### src/rtl/spike_rate_decoder.sv
// Spike rate decoder: counts the spikes a neuron emits over a window of
// WINDOW enabled cycles and reports the saturating count plus the index of
// the first spike seen in that window.
//
// Output handshake: out_valid is a one-cycle pulse with no ready. count_out,
// first_out and first_valid change only in the cycle out_valid is high. They
// hold their values until the next pulse, so a consumer must capture them on
// out_valid.
module spike_rate_decoder #(
  parameter int V_SIZE = 4,   // valid count bits; count bus is V_SIZE+1 wide
  parameter int WINDOW = 16,  // enabled cycles per window, >= 2
  parameter int T_SIZE = 5    // window index width, 2**T_SIZE > WINDOW-1
) (
  input  logic              clk,
  input  logic              rstn,
  input  logic              en,
  input  logic              clear,
  input  logic              spike_in,
  output logic [V_SIZE:0]   count_out,
  output logic [T_SIZE-1:0] first_out,
  output logic              first_valid,
  output logic              out_valid
);

  localparam logic [T_SIZE-1:0] T_LAST = T_SIZE'(WINDOW - 1);
  localparam logic [V_SIZE:0]   INF    = '1;

  logic [T_SIZE-1:0] t;
  logic [T_SIZE-1:0] facc;
  logic [V_SIZE:0]   acc;
  logic              seen;
  logic [V_SIZE:0]   acc_inc;
  logic [V_SIZE:0]   acc_sat;

  // Saturating accumulate. INF is sticky because its MSB is already set, and
  // an increment from INF that wraps is still forced back to INF.
  always_comb begin
    acc_inc = acc + {{V_SIZE{1'b0}}, spike_in};
    acc_sat = acc_inc;
    if (acc[V_SIZE] || acc_inc[V_SIZE]) begin
      acc_sat = INF;
    end
  end

  // Window sequencing, accumulation and result publication. Priority is
  // clear > en > hold.
  always_ff @(posedge clk or negedge rstn) begin
    if (!rstn) begin
      t           <= '0;
      acc         <= '0;
      facc        <= '0;
      seen        <= 1'b0;
      count_out   <= '0;
      first_out   <= '0;
      first_valid <= 1'b0;
      out_valid   <= 1'b0;
    end else if (clear) begin
      // Restart the window; published results stay visible.
      t         <= '0;
      acc       <= '0;
      facc      <= '0;
      seen      <= 1'b0;
      out_valid <= 1'b0;
    end else if (en) begin
      if (t == T_LAST) begin
        // Window close: the spike sampled on this last cycle still counts.
        count_out   <= acc_sat;
        first_valid <= seen | spike_in;
        if (seen) begin
          first_out <= facc;
        end else if (spike_in) begin
          first_out <= T_LAST;
        end else begin
          first_out <= '0;
        end
        out_valid <= 1'b1;
        // Next window starts on the following enabled cycle, no gap.
        t         <= '0;
        acc       <= '0;
        facc      <= '0;
        seen      <= 1'b0;
      end else begin
        t         <= t + 1'b1;
        out_valid <= 1'b0;
        if (spike_in) begin
          acc <= acc_sat;
          if (!seen) begin
            facc <= t;
            seen <= 1'b1;
          end
        end
      end
    end else begin
      out_valid <= 1'b0;
    end
  end

endmodule

### config.mk
export PLATFORM = sky130hd
export DESIGN_NAME = spike_rate_decoder
export DESIGN_NICKNAME = d
export VERILOG_FILES = /design/src/rtl/spike_rate_decoder.sv
export SDC_FILE = /design/constraint.sdc
export NUM_CORES = 1
export LEC_CHECK = 0
export CELL_PAD_IN_SITES_DETAIL_PLACEMENT = 1
export CELL_PAD_IN_SITES_GLOBAL_PLACEMENT = 1
export CORE_UTILIZATION = 25
export CTS_CLUSTER_SIZE = 20
export DETAILED_ROUTE_END_ITERATION = 7
export PLACE_DENSITY = 0.56
export SETUP_SLACK_MARGIN = 0.15
export SYNTH_ARGS = -nofsm -noshare
export SYNTH_HDL_FRONTEND = slang
export SYNTH_SLANG_ARGS = --single-unit
### constraint.sdc
create_clock -name clk -period 2.55 [get_ports clk]
set_input_delay 0.765 -clock clk [delete_from_list [all_inputs] [get_ports clk]]
set_output_delay 0.765 -clock clk [all_outputs]
set_load 0.1 [all_outputs]
---- Word level (Yosys, flattened, before mapping) ----
Index checks and enable logic that the tools add are counted.
word-level totals
  register bits ........................... 28
  bits of input ports ..................... 5
  output and inout port bits .............. 12
  logic and storage cells ................. 42
operators by class
  $add $sub $neg .......................... 2
  equal/unequal tests ..................... 2
  multiplexer cells ....................... 22
  bitwise logic cells ..................... 2
  reduce and logical (&&, ||, !) cells .... 6
operator list
  kind                                            count
  two-way mux 5 bit                               14
  two-way mux 1 bit                               7
  AND reduction 3 bit                             2
  adder 5 x 1 -> 5 bit                            1
  adder 5 x 1 -> 5 bit (second input constant)    1
  == test 5 x 4 -> 1 bit (second input constant)  1
  two-way mux 4 bit                               1
  != test 3 x 2 -> 1 bit (second input constant)  1
  nonzero test 3 bit                              1
  AND reduction 2 bit                             1
  nonzero test 2 bit                              1
  logical OR 1 bit                                1
  inverter 1 bit                                  1
  OR 1 bit                                        1

---- Logic depth before layout (Yosys ltp) ----
Gate-level depths: netlist of run 1.
  depth in word-level cells ............... 7
  gate-level depth with buffers ........... 5
  gate-level depth less buffers ........... 5

---- Least setup slack after synthesis of run 1 ----
OpenSTA, ideal clock, no wires.
  path type ............................... in2reg
  from .................................... input port spike_in
  to ...................................... register count_out[3]
  library setup time ...................... 0.128 ns
  data arrival time ....................... 1.817 ns
  required time ........................... 2.422 ns
  slack ................................... 0.605 ns
  stages on the path ...................... 5
  buffers on the path ..................... 0
  cell sequence ........................... ha_1 ha_1 nor3b_1 a41oi_1 mux2_1
between the ends
  longest elaborated chain between the ends .. 3
ends and longest elaborated chain
  item                    RTL line  source
  from (decl)             18        input logic spike_in,
  adder 5 x 1 -> 5 bit *  38        acc_inc = acc + {{V_SIZE{1'b0}}, spike_in};
  logical OR 1 bit        40        if (acc[V_SIZE] || acc_inc[V_SIZE]) begin
  two-way mux 5 bit *     40
  to (signal assigned)    67        count_out <= acc_sat;
  to (decl)               19        output logic [V_SIZE:0] count_out,
Mark *: on every way between the ends. The rest lies on a longest branch, timed or not.
A chain may end at the register's enable or synchronous reset.

---- Final worst setup path of run 1 ----
Same ends and word-level chain as after synthesis.

==> results of run 1 <==
-- layout by cell type, fill, tap and decap left out, types with 2 or more instances in the layout --
cell type / instances
nor2b_1: 2
clkdlybuf4s50_1: 4
ha_1: 3
buf_4: 20
nand2_1: 12
a22o_1: 9
mux2i_1: 3
inv_1: 2
a31oi_1: 2
clkbuf_8: 3
nor2_1: 6
nor4_4: 2
mux2_1: 8
nand2b_1: 3
a21o_1: 2
dfrtp_1: 28
o31ai_2: 2
nor4_1: 2
-- sequential cells by signal, summed over array words and instances (netlist names) --
signal,count
acc,5
count_out,5
facc,5
first_out,5
first_valid,1
out_valid,1
seen,1
t,5
-- final cells by class --
type	instances	area (sq um)	share of cell area, %
sequential	28	701	42.3
multi-input combinational	74	598	36.1
timing repair buffer	24	190	11.5
tap	70	87.6	5.29
clock buffer	3	41.3	2.49
clock inverter	1	30.0	1.81
inverter	2	7.51	0.454
-- stage by stage --
stage	instances	power [mW]	instance area [sq um]	setup WS [ns]	hold slack [ns]
4_1_cts	202	0.904	1660	0.326	0.511
6_report	202	0.887	1660	0.320	0.504
3_3_place_gp	198	0.540	1580	0.0841	0.473
3_5_place_dp	198	0.544	1580	0.0310	0.486
2_1_floorplan	109	0.507	1340	0.605	0.466
5_1_grt	202	0.923	1660	0.224	0.523
-- worst max-delay path: cells and delay by family --
kind | cells | cell delay (ns)
compound gates | 1 | 0.16
fa+ha+maj | 2 | 0.48
buf+inv | 1 | 0.44
mux | 1 | 0.33
simple gates | 1 | 0.21
-- power groups by stage --
stage	Combinational, mW	Clock, mW	Sequential (mW)
final	0.0704	0.354	0.462
after detailed placement	0.0726	0	0.471
after global placement	0.0692	0	0.471
after CTS	0.0728	0.368	0.463
after global routing	0.0801	0.379	0.464
after floorplan	0.0408	0	0.466
-- kinds of logic after synthesis --
kind of cell / synth area share (%)
DFF: 52.1
muxes: 9.78
buffers and inverters: 3.35
and+or+nand+nor: 17.3
AOI/OAI and AO/OA: 14.0
xor gates and xnor gates: 0.652
adders and majority gates: 2.79
-- routing by layer --
| layer | global-route usage (%) | up-vias | wire [um] |
|---|---|---|---|
| met5 | 0 | - | 0 |
| met4 | 1.23 | 0 | 11 |
| met3 | 3.17 | 2 | 102 |
| met2 | 21.9 | 18 | 1540 |
| met1 | 15.5 | 488 | 1380 |
| li1 | - | 449 | - |
-- worst paths after layout --
kind                                            end                     start  slack, ns
max in group asynchronous        acc[4]$_DFFE_PN0P_                      rstn       1.40
hold / removal             count_out[2]$_DFFE_PN0P_  count_out[2]$_DFFE_PN0P_       0.50
min in group asynchronous        acc[3]$_DFFE_PN0P_                      rstn       0.86
setup reg to reg           count_out[3]$_DFFE_PN0P_        acc[0]$_DFFE_PN0P_       0.88
setup / recovery           count_out[3]$_DFFE_PN0P_                  spike_in       0.32
hold reg to reg            count_out[2]$_DFFE_PN0P_  count_out[2]$_DFFE_PN0P_       0.50
==> flow_summary.yaml, run 1 <==
grt:
  overflow: 0
  antenna_found_initial: 0
  grt_pass1_wl_um: 5220
  grt_max_degree: 29
  grt_pass1_vias: 1020
  grtUsageTotal_pct: 12.3
sta:
  fmax_mhz: 448
  setup_viol: 0
  rsz0062_at_grt: "false"
  finalMaxSlewViolations: 0
  fin_skew_ns: 0.00506
  setup_tns_ns: 0
  fin_crit_sh_pct: 87.4
  finalCriticalPeriod_ns: 2.23
  hold_viol: 0
  maxSlewHeadroom_pct: 66.1
  worstMarginPinSlew_ns: 0.506
clock_tree:
  clk_pin_slew_ns: 0.10
  cts_hold_buf: 0
  clk_latency_ns: 0.27
  clk_path_buf_depth: 2
  clock-sinks: 28
  postCtsSetupRepairBufs: 0
  root_buffer: "clkbuf_8"
  cts_resized: 0
  numCtsBuffers: 3
  htreeDepth: 1
  cts_tree: "done"
power_and_ir_drop:
  switching_power_uw: 195
  internal_power_uw: 692
  pwr-share-clk_pct: 39.9
  peakVddDrop_v: 0.000465
  power_density_nw_per_um2: 536
  p_seq_share_pct: 52.1
  combPwrFrac_pct: 7.9
  cellLeakagePower_nw: 0.810
  p_sw_share_pct: 22.0
setup_path:
  crit_top_cell: "ha_1"
  cp-end-kind: "flip-flop"
  slowest_delay_ns: 0.44
  cp.required_ns: 2.71
  crit_slowest_cell: "clkdlybuf4s50_1"
  ff2ff_path_depth: 5
  cp-start-kind: "input pin"
  worstPathCellList: "clkdlybuf4s50_1 -> ha_1 -> ha_1 -> nor3b_1 -> a41oi_1 -> mux2_1"
  worstSetupPathType: "in -> reg"
  worstPathMaxFanout: 5
  cp.arrival_ns: 2.39
layout:
  drive_above_1_share_pct: 25.8
  final_util_pct: 32.2
  fillers: 604
  area_delta_synth_final_pct: 23.2
  n_antenna_cell: 0
  nets: 141
drt:
  wl_per_cell_um: 15.0
  finalWirelength_um: 3030
  ant_nets: 0
  drc_errors: 0
  num_vias: 957
  drtPass1Iterations: 4
  drtIter0Drc: 23
  vias_per_cell: 4.74
synthesis:
  synthFlopType: "dfrtp_1"
  synth_nets: 117
  synth-async-reset-ratio_pct: 100
  syn_area_sq_um: 1340
  syn_inst: 109
  synth_seq_cells: 28
  ys_top_cells_by_count: "dfrtp_1 (28), nand2_1 (12), a22o_1 (9)"
  syn_avg_cell_area_sq_um: 12.3
  yosysSeqAreaShare_pct: 52.1
  synthTopCellsByArea: "dfrtp_1 (52%), mux2_1 (6.7%), a22o_1 (5.9%)"
  synth_top_area_cell: "dfrtp_1"
  netlist.area_leader.share_pct: 52.1
  synth_edf_count: 0
  synth.most_common_cell: "dfrtp_1"
  yosysUniqueCellTypes: 35
  synth_warnings: 0
min_path:
  hold_class: "reg -> reg"
  hold_depth: 1
die:
  die_x_um: 75.3
  num_rows: 26
  die_y_um: 75.3
  initial_core_util_pct: 26.1
  core_sq_um: 5140
  io_pins: 17
  die-area_sq_um: 5670
status:
  status: "finished clean"
flow_run:
  drv_cap: 0
placement:
  dpl.hpwl_um: 2310
  routabilityCongestion: 0.751
  port_buffers: 16
Note: power is estimated with default switching activity, not from simulation.
==> run 2, diff against run 1 <==
CAP_MARGIN = 40   (was default)
==> results of run 2 <==
Same layout as run 1: the final DEF is identical, and so are final timing and power.
